$ cat config.mk
export PLATFORM = sky130hd
export DESIGN_NAME = audio_stream_transceiver
export DESIGN_NICKNAME = d
export VERILOG_FILES = /design/src/rtl/audio_stream_transceiver.sv
export SDC_FILE = /design/constraint.sdc
export NUM_CORES = 1
export LEC_CHECK = 0
export ABC_AREA = 1
export CAP_MARGIN = 0
export CORE_MARGIN = 4
export CORE_UTILIZATION = 45
export CTS_CLUSTER_SIZE = 10
export DETAILED_ROUTE_END_ITERATION = 12
export DONT_BUFFER_PORTS = 1
export MAX_ROUTING_LAYER = met4
export PLACE_DENSITY = 0.64
export SETUP_SLACK_MARGIN = 0.02
export SLEW_MARGIN = 20
export SYNTH_ARGS = -nofsm -noshare
export SYNTH_HDL_FRONTEND = slang
export SYNTH_SLANG_ARGS = --single-unit
$ cat constraint.sdc
create_clock -name input_clk -period 3.3 [get_ports input_clk]
set_clock_uncertainty 0.2 [all_clocks]
set_input_delay 0.33 -clock input_clk [delete_from_list [all_inputs] [get_ports input_clk]]
set_output_delay 0.33 -clock input_clk [all_outputs]
set_load 0.005 [all_outputs]
$ cat src/rtl/audio_stream_transceiver.sv
// SPI-slave PCM receiver feeding a frame FIFO that is streamed to a DAC as I2S.
// Underrun/overrun are sticky until status_clr.
module audio_stream_transceiver #(
    parameter int unsigned SAMPLE_W   = 16,
    parameter int unsigned SLOT_W     = 32,
    parameter int unsigned CHANNELS   = 2,
    parameter int unsigned FIFO_DEPTH = 8,
    parameter int unsigned BCLK_DIV   = 2
) (
    input  logic                                 input_clk,
    input  logic                                 reset,
    input  logic                                 spi_sclk,
    input  logic                                 spi_mosi,
    input  logic                                 spi_cs_n,
    input  logic                                 mute,
    input  logic                                 status_clr,
    output logic                                 i2s_mclk,
    output logic                                 i2s_bclk,
    output logic                                 i2s_ws,
    output logic                                 i2s_sd,
    output logic [$clog2(FIFO_DEPTH+1)-1:0]      fifo_level,
    output logic                                 underrun,
    output logic                                 overrun
);

    localparam int unsigned FRAME_W = CHANNELS * SAMPLE_W;
    localparam int unsigned CNT_W   = $clog2(FRAME_W + 1);
    localparam int unsigned LVL_W   = $clog2(FIFO_DEPTH + 1);
    localparam int unsigned PTR_W   = $clog2(FIFO_DEPTH);
    localparam int unsigned TX_W    = 2 * SLOT_W;
    localparam int unsigned K_W     = $clog2(TX_W);
    localparam int unsigned DIV_W   = (BCLK_DIV > 1) ? $clog2(BCLK_DIV) : 1;
    localparam int unsigned PAD_W   = SLOT_W - SAMPLE_W;

    localparam logic [CNT_W-1:0] FrameCnt = CNT_W'(FRAME_W);
    localparam logic [LVL_W-1:0] LvlFull  = LVL_W'(FIFO_DEPTH);
    localparam logic [K_W-1:0]   KMax     = K_W'(TX_W - 1);
    localparam logic [K_W-1:0]   WsLo     = K_W'(SLOT_W - 1);
    localparam logic [K_W-1:0]   WsHi     = K_W'(TX_W - 2);
    localparam logic [DIV_W-1:0] DivMax   = DIV_W'(BCLK_DIV - 1);

    // ------------------------------------------------------------------
    // SPI input synchronizers
    // ------------------------------------------------------------------
    logic [1:0] sclk_sync_q, mosi_sync_q, cs_sync_q;
    logic       sclk_prev_q;
    logic       sclk_s, mosi_s, cs_s, sclk_rise;

    always_ff @(posedge input_clk or negedge reset) begin
        if (!reset) begin
            sclk_sync_q <= 2'b00;
            mosi_sync_q <= 2'b00;
            cs_sync_q   <= 2'b11;
            sclk_prev_q <= 1'b0;
        end else begin
            sclk_sync_q <= {sclk_sync_q[0], spi_sclk};
            mosi_sync_q <= {mosi_sync_q[0], spi_mosi};
            cs_sync_q   <= {cs_sync_q[0], spi_cs_n};
            sclk_prev_q <= sclk_sync_q[1];
        end
    end

    assign sclk_s    = sclk_sync_q[1];
    assign mosi_s    = mosi_sync_q[1];
    assign cs_s      = cs_sync_q[1];
    assign sclk_rise = sclk_s & ~sclk_prev_q;

    // ------------------------------------------------------------------
    // SPI frame assembly
    // ------------------------------------------------------------------
    logic [FRAME_W-1:0] shift_q, shift_d;
    logic [CNT_W-1:0]   bit_cnt_q, bit_cnt_d;
    logic               push;

    // A completed frame is pushed even if CS rises in the same cycle.
    assign push = (bit_cnt_q == FrameCnt);

    always_comb begin
        shift_d   = shift_q;
        bit_cnt_d = bit_cnt_q;
        if (push) begin
            bit_cnt_d = '0;
        end
        if (cs_s) begin
            bit_cnt_d = '0;
        end else if (sclk_rise) begin
            shift_d   = {shift_q[FRAME_W-2:0], mosi_s};
            bit_cnt_d = push ? CNT_W'(1) : bit_cnt_q + CNT_W'(1);
        end
    end

    // ------------------------------------------------------------------
    // Frame FIFO
    // ------------------------------------------------------------------
    logic [FRAME_W-1:0] mem_q [FIFO_DEPTH];
    logic [PTR_W-1:0]   wr_ptr_q, wr_ptr_d, rd_ptr_q, rd_ptr_d;
    logic [LVL_W-1:0]   count_q, count_d;
    logic               fifo_empty, fifo_full, pop, push_ok, load;
    logic [FRAME_W-1:0] rd_data;

    assign fifo_empty = (count_q == '0);
    assign fifo_full  = (count_q == LvlFull);
    assign pop        = load & ~fifo_empty;
    // A concurrent pop frees the slot, so a push at full is only dropped without one.
    assign push_ok    = push & (~fifo_full | pop);
    assign rd_data    = mem_q[rd_ptr_q];

    always_comb begin
        wr_ptr_d = wr_ptr_q;
        rd_ptr_d = rd_ptr_q;
        count_d  = count_q;
        if (push_ok) begin
            wr_ptr_d = wr_ptr_q + PTR_W'(1);
        end
        if (pop) begin
            rd_ptr_d = rd_ptr_q + PTR_W'(1);
        end
        case ({push_ok, pop})
            2'b10:   count_d = count_q + LVL_W'(1);
            2'b01:   count_d = count_q - LVL_W'(1);
            default: count_d = count_q;
        endcase
    end

    always_ff @(posedge input_clk) begin
        if (push_ok) begin
            mem_q[wr_ptr_q] <= shift_q;
        end
    end

    // ------------------------------------------------------------------
    // BCLK divider
    // ------------------------------------------------------------------
    logic [DIV_W-1:0] div_q, div_d;
    logic             bclk_q, bclk_d;
    logic             div_wrap, fall_tick;

    assign div_wrap  = (div_q == DivMax);
    assign fall_tick = div_wrap & bclk_q;

    always_comb begin
        div_d  = div_wrap ? '0 : div_q + DIV_W'(1);
        bclk_d = div_wrap ? ~bclk_q : bclk_q;
    end

    // ------------------------------------------------------------------
    // I2S serializer
    // ------------------------------------------------------------------
    logic [K_W-1:0]      k_q, k_d;
    logic [TX_W-1:0]     tx_q, tx_d;
    logic                ws_q, ws_d, sd_q, sd_d;
    logic [SAMPLE_W-1:0] sample_l, sample_r;
    logic [SLOT_W-1:0]   slot_l, slot_r;
    logic [TX_W-1:0]     frame_word;

    // With one channel both picks land on the same sample.
    assign sample_l = rd_data[FRAME_W-1 -: SAMPLE_W];
    assign sample_r = rd_data[SAMPLE_W-1:0];
    assign slot_l   = SLOT_W'(sample_l) << PAD_W;
    assign slot_r   = SLOT_W'(sample_r) << PAD_W;

    always_comb begin
        k_d        = k_q;
        tx_d       = tx_q;
        ws_d       = ws_q;
        sd_d       = sd_q;
        load       = 1'b0;
        frame_word = (mute | fifo_empty) ? '0 : {slot_l, slot_r};
        if (fall_tick) begin
            k_d  = (k_q == KMax) ? '0 : k_q + K_W'(1);
            load = (k_q == KMax);
            ws_d = (k_d >= WsLo) && (k_d <= WsHi);
            if (load) begin
                sd_d = frame_word[TX_W-1];
                tx_d = frame_word << 1;
            end else begin
                sd_d = tx_q[TX_W-1];
                tx_d = tx_q << 1;
            end
        end
    end

    // ------------------------------------------------------------------
    // Sticky status; a set event beats a simultaneous clear
    // ------------------------------------------------------------------
    logic underrun_q, underrun_d, overrun_q, overrun_d;

    always_comb begin
        underrun_d = underrun_q;
        overrun_d  = overrun_q;
        if (status_clr) begin
            underrun_d = 1'b0;
            overrun_d  = 1'b0;
        end
        if (load && fifo_empty) begin
            underrun_d = 1'b1;
        end
        if (push && !push_ok) begin
            overrun_d = 1'b1;
        end
    end

    // ------------------------------------------------------------------
    // State registers
    // ------------------------------------------------------------------
    always_ff @(posedge input_clk or negedge reset) begin
        if (!reset) begin
            shift_q    <= '0;
            bit_cnt_q  <= '0;
            wr_ptr_q   <= '0;
            rd_ptr_q   <= '0;
            count_q    <= '0;
            div_q      <= '0;
            bclk_q     <= 1'b0;
            k_q        <= KMax;
            tx_q       <= '0;
            ws_q       <= 1'b0;
            sd_q       <= 1'b0;
            underrun_q <= 1'b0;
            overrun_q  <= 1'b0;
        end else begin
            shift_q    <= shift_d;
            bit_cnt_q  <= bit_cnt_d;
            wr_ptr_q   <= wr_ptr_d;
            rd_ptr_q   <= rd_ptr_d;
            count_q    <= count_d;
            div_q      <= div_d;
            bclk_q     <= bclk_d;
            k_q        <= k_d;
            tx_q       <= tx_d;
            ws_q       <= ws_d;
            sd_q       <= sd_d;
            underrun_q <= underrun_d;
            overrun_q  <= overrun_d;
        end
    end

    assign i2s_mclk   = input_clk;
    assign i2s_bclk   = bclk_q;
    assign i2s_ws     = ws_q;
    assign i2s_sd     = sd_q;
    assign fifo_level = count_q;
    assign underrun   = underrun_q;
    assign overrun    = overrun_q;

endmodule

==> impl_metrics.json <==
{
  "synthCells": 1218,
  "crit_path_end_kind": "flip-flop",
  "timing.final.crit_share": 0.8953,
  "clock-root-buffer": "clkbuf_16",
  "rrSetupSlack_ns": 0.35,
  "wl_met1_um": 14210,
  "path_clk_slew_ns": 0.06,
  "crit-reg2reg-launch": "k_q[0]$_DFFE_PN1P_",
  "worstRegToRegCells": 9,
  "hold_viol": 0,
  "max_slew_margin": 0.2628,
  "post_cts_resized": 0,
  "wl_met3_um": 1483,
  "p_per_area_mw_per_mm2": 576.1,
  "final_antenna_net_count": 0,
  "ys_seq_elements": 370,
  "status": "completed",
  "io_buffers": 0,
  "hold_path.class": "in2reg",
  "min_period_ns": 2.954,
  "drc": 0,
  "syn_to_final_growth_pct": 12.72,
  "routedWlPerCell_um": 18.61,
  "drv_cap": 0,
  "cts_buffers": 43,
  "min-delay-start": "mute",
  "drive_above_1_share": 0.1418,
  "worst_pin_slew_ns": 1.102,
  "numClockSinks": 370,
  "postCtsHoldBufs": 6,
  "fillCellCount": 2762,
  "die_y_um": 190.1,
  "layout_common_cells": "269 x nor2_1, 256 x edfxtp_1, 132 x o21ai_0, 104 x dfrtp_1, 52 x a21oi_1",
  "design_area_mm2": 0.01681,
  "grt_start_max_net_pins": 115,
  "viasPerCell": 5.302,
  "yosys.cell_types.count": 34,
  "syn_avg_cell_area_um2": 12.25,
  "setup_viol": 0,
  "core_area_mm2": 0.03262,
  "grt_setup_unrepaired": "no",
  "regArea_mm2": 0.01056,
  "yosysWarnings": 0,
  "timing.fmax_mhz": 338.5,
  "grt_pass1_vias": 9211,
  "wl_met2_um": 15230,
  "cts_setup_buffers": 0,
  "leakagePower_nw": 6.155,
  "required_ns": 3.29,
  "top_layer_used": "met4",
  "initial_utilization": 0.4573,
  "ir_drop_uv": 505.8,
  "h-tree-depth": 2,
  "cts_tree": "built",
  "synth_nets": 1235,
  "dr.first_iter.drc_count": 609,
  "place_area_mm2": 0.01549,
  "arrival_ns": 2.94,
  "worstSkewPairLatency_ns": 0.53,
  "crit_path_max_fanout": 22,
  "r2r_end": "mem_q[2][23]$_DFFE_PP_",
  "num_rows": 66,
  "grt_antenna_before_repair": 0,
  "cts_buffer_depth": 3,
  "routed-via-count": 9034,
  "nNetsFinal": 1244,
  "crit_type": "reg2reg",
  "place.gp.congestion": 0.8079,
  "min_to": "tx_q[26]$_DFFE_PN0P_",
  "dpl.hpwl_um": 17820,
  "grt_overflow": 0,
  "num_antenna_cells": 0,
  "startpoint_type": "flip-flop",
  "layout_commonest_cell": "nor2_1",
  "hold_depth": 4,
  "grt_first_pass_wirelength_um": 51060,
  "syn_area_mm2": 0.01492,
  "drtPass1Iterations": 5,
  "yosysSeqAreaShare": 0.7073,
  "grt_use_total": 0.1854,
  "dieArea_mm2": 0.03612,
  "wirelength_um": 31710,
  "dieWidth_um": 190.1,
  "io_pins": 17,
  "final.setup.tns_ns": 0,
  "multi_input_area_mm2": 0.003919,
  "slew_viol_final": 0
}
==> worst max-delay path by stage <==
stage,startpoint,endpoint,depth (start not counted)
global route,k_q[0]$_DFFE_PN1P_,mem_q[6][14]$_DFFE_PP_,9
finish,k_q[0]$_DFFE_PN1P_,mem_q[2][23]$_DFFE_PP_,9
detailed placement,k_q[0]$_DFFE_PN1P_,mem_q[2][6]$_DFFE_PP_,9
global placement,k_q[0]$_DFFE_PN1P_,mem_q[5][6]$_DFFE_PP_,10
floorplan,k_q[0]$_DFFE_PN1P_,mem_q[0][0]$_DFFE_PP_,8
CTS,k_q[0]$_DFFE_PN1P_,mem_q[2][23]$_DFFE_PP_,9
==> power by group <==
part | internal (mW) | switching [mW] | total [mW]
combinational | 0.0555 | 0.0626 | 0.118
clock | 2.48 | 1.75 | 4.23
sequential | 5.15 | 0.186 | 5.34
total | 7.68 | 2.00 | 9.69
==> cells in the mapped netlist (all sizes together) <==
cell / number / share of area
nand3: 75 / 0.036
or2: 1 / 0.00042
nor2: 278 / 0.070
mux2: 28 / 0.021
xor2: 3 / 0.0018
o22ai: 18 / 0.0075
edfxtp: 256 / 0.52
fa: 1 / 0.0013
o21ai: 144 / 0.048
buf: 30 / 0.011
dfstp: 8 / 0.014
a21oi: 69 / 0.027
inv: 54 / 0.014
clkbuf: 38 / 0.0096
nand2: 52 / 0.013
o211ai: 31 / 0.016
o32ai: 1 / 0.00059
a21o: 1 / 0.00050
nor3: 6 / 0.0028
nand4: 5 / 0.0021
dfrtp: 106 / 0.18
xnor2: 2 / 0.0012
ha: 9 / 0.0075
nor3b: 2 / 0.0010
==> metrics by stage <==
step                  util  power, mW  hold slack (ns)  setup slack (ns)  cells
CTS                 0.5155      9.774         0.001491            0.3279   1704
global route        0.5155      10.03         0.009944            0.1494   1704
global placement    0.4749      5.498          -0.1556            0.4166   1618
finish              0.5155      9.686          0.01744            0.3457   1704
detailed placement  0.4749      5.512          -0.1564            0.3510   1618
floorplan                -      5.425          -0.1656           -0.2758   1218
==> per-layer routing <==
metal,global-route usage,vias to the layer above
li1,-,4319
met1,0.2470,4466
met2,0.2949,194
met3,0.03028,55
met4,0.06038,0
met5,-,-
==> cell type report <==
class                      instances  share of cell area
sequential                       370              0.6278
timing repair buffer              32             0.01994
multi-input combinational        726              0.2331
tap                              442             0.03289
clock buffer                      76             0.07196
inverter                          54             0.01228
clock inverter                     4            0.002084
==> logic make-up (layout without fill, tap and decap cells) <==
kind of cell | Yosys count | in the layout | synth area share
AND/OR/NAND/NOR | 419 | 419 | 0.1254
flip-flops | 370 | 370 | 0.7073
AO/OA/AOI/OAI | 264 | 264 | 0.09998
buffers and inverters | 122 | 166 | 0.03439
multiplexers | 28 | 28 | 0.02114
adder cells (fa/ha/maj) | 10 | 10 | 0.008891
XOR/XNOR | 5 | 5 | 0.002936
==> critical path: stages, from the launching register on <==
cell and delay [ns]:
dfstp_2 0.59, ha_1 0.24, nand3_2 0.12, nor2_4 0.16, nand3_2 0.14, nand2_1 0.11, nand2_1 0.13, or2_1 0.42
nor2_4 0.15, buf_4 0.34
==> state kept, by name, indices dropped and copies added, names as in the netlist, 3 cells and up <==
signal	flops
mem_q	256
tx_q	47
shift_q	32
bit_cnt_q	6
k_q	6
fifo_level	4
rd_ptr_q	3
wr_ptr_q	3
Power figures use the tool's default switching activity.
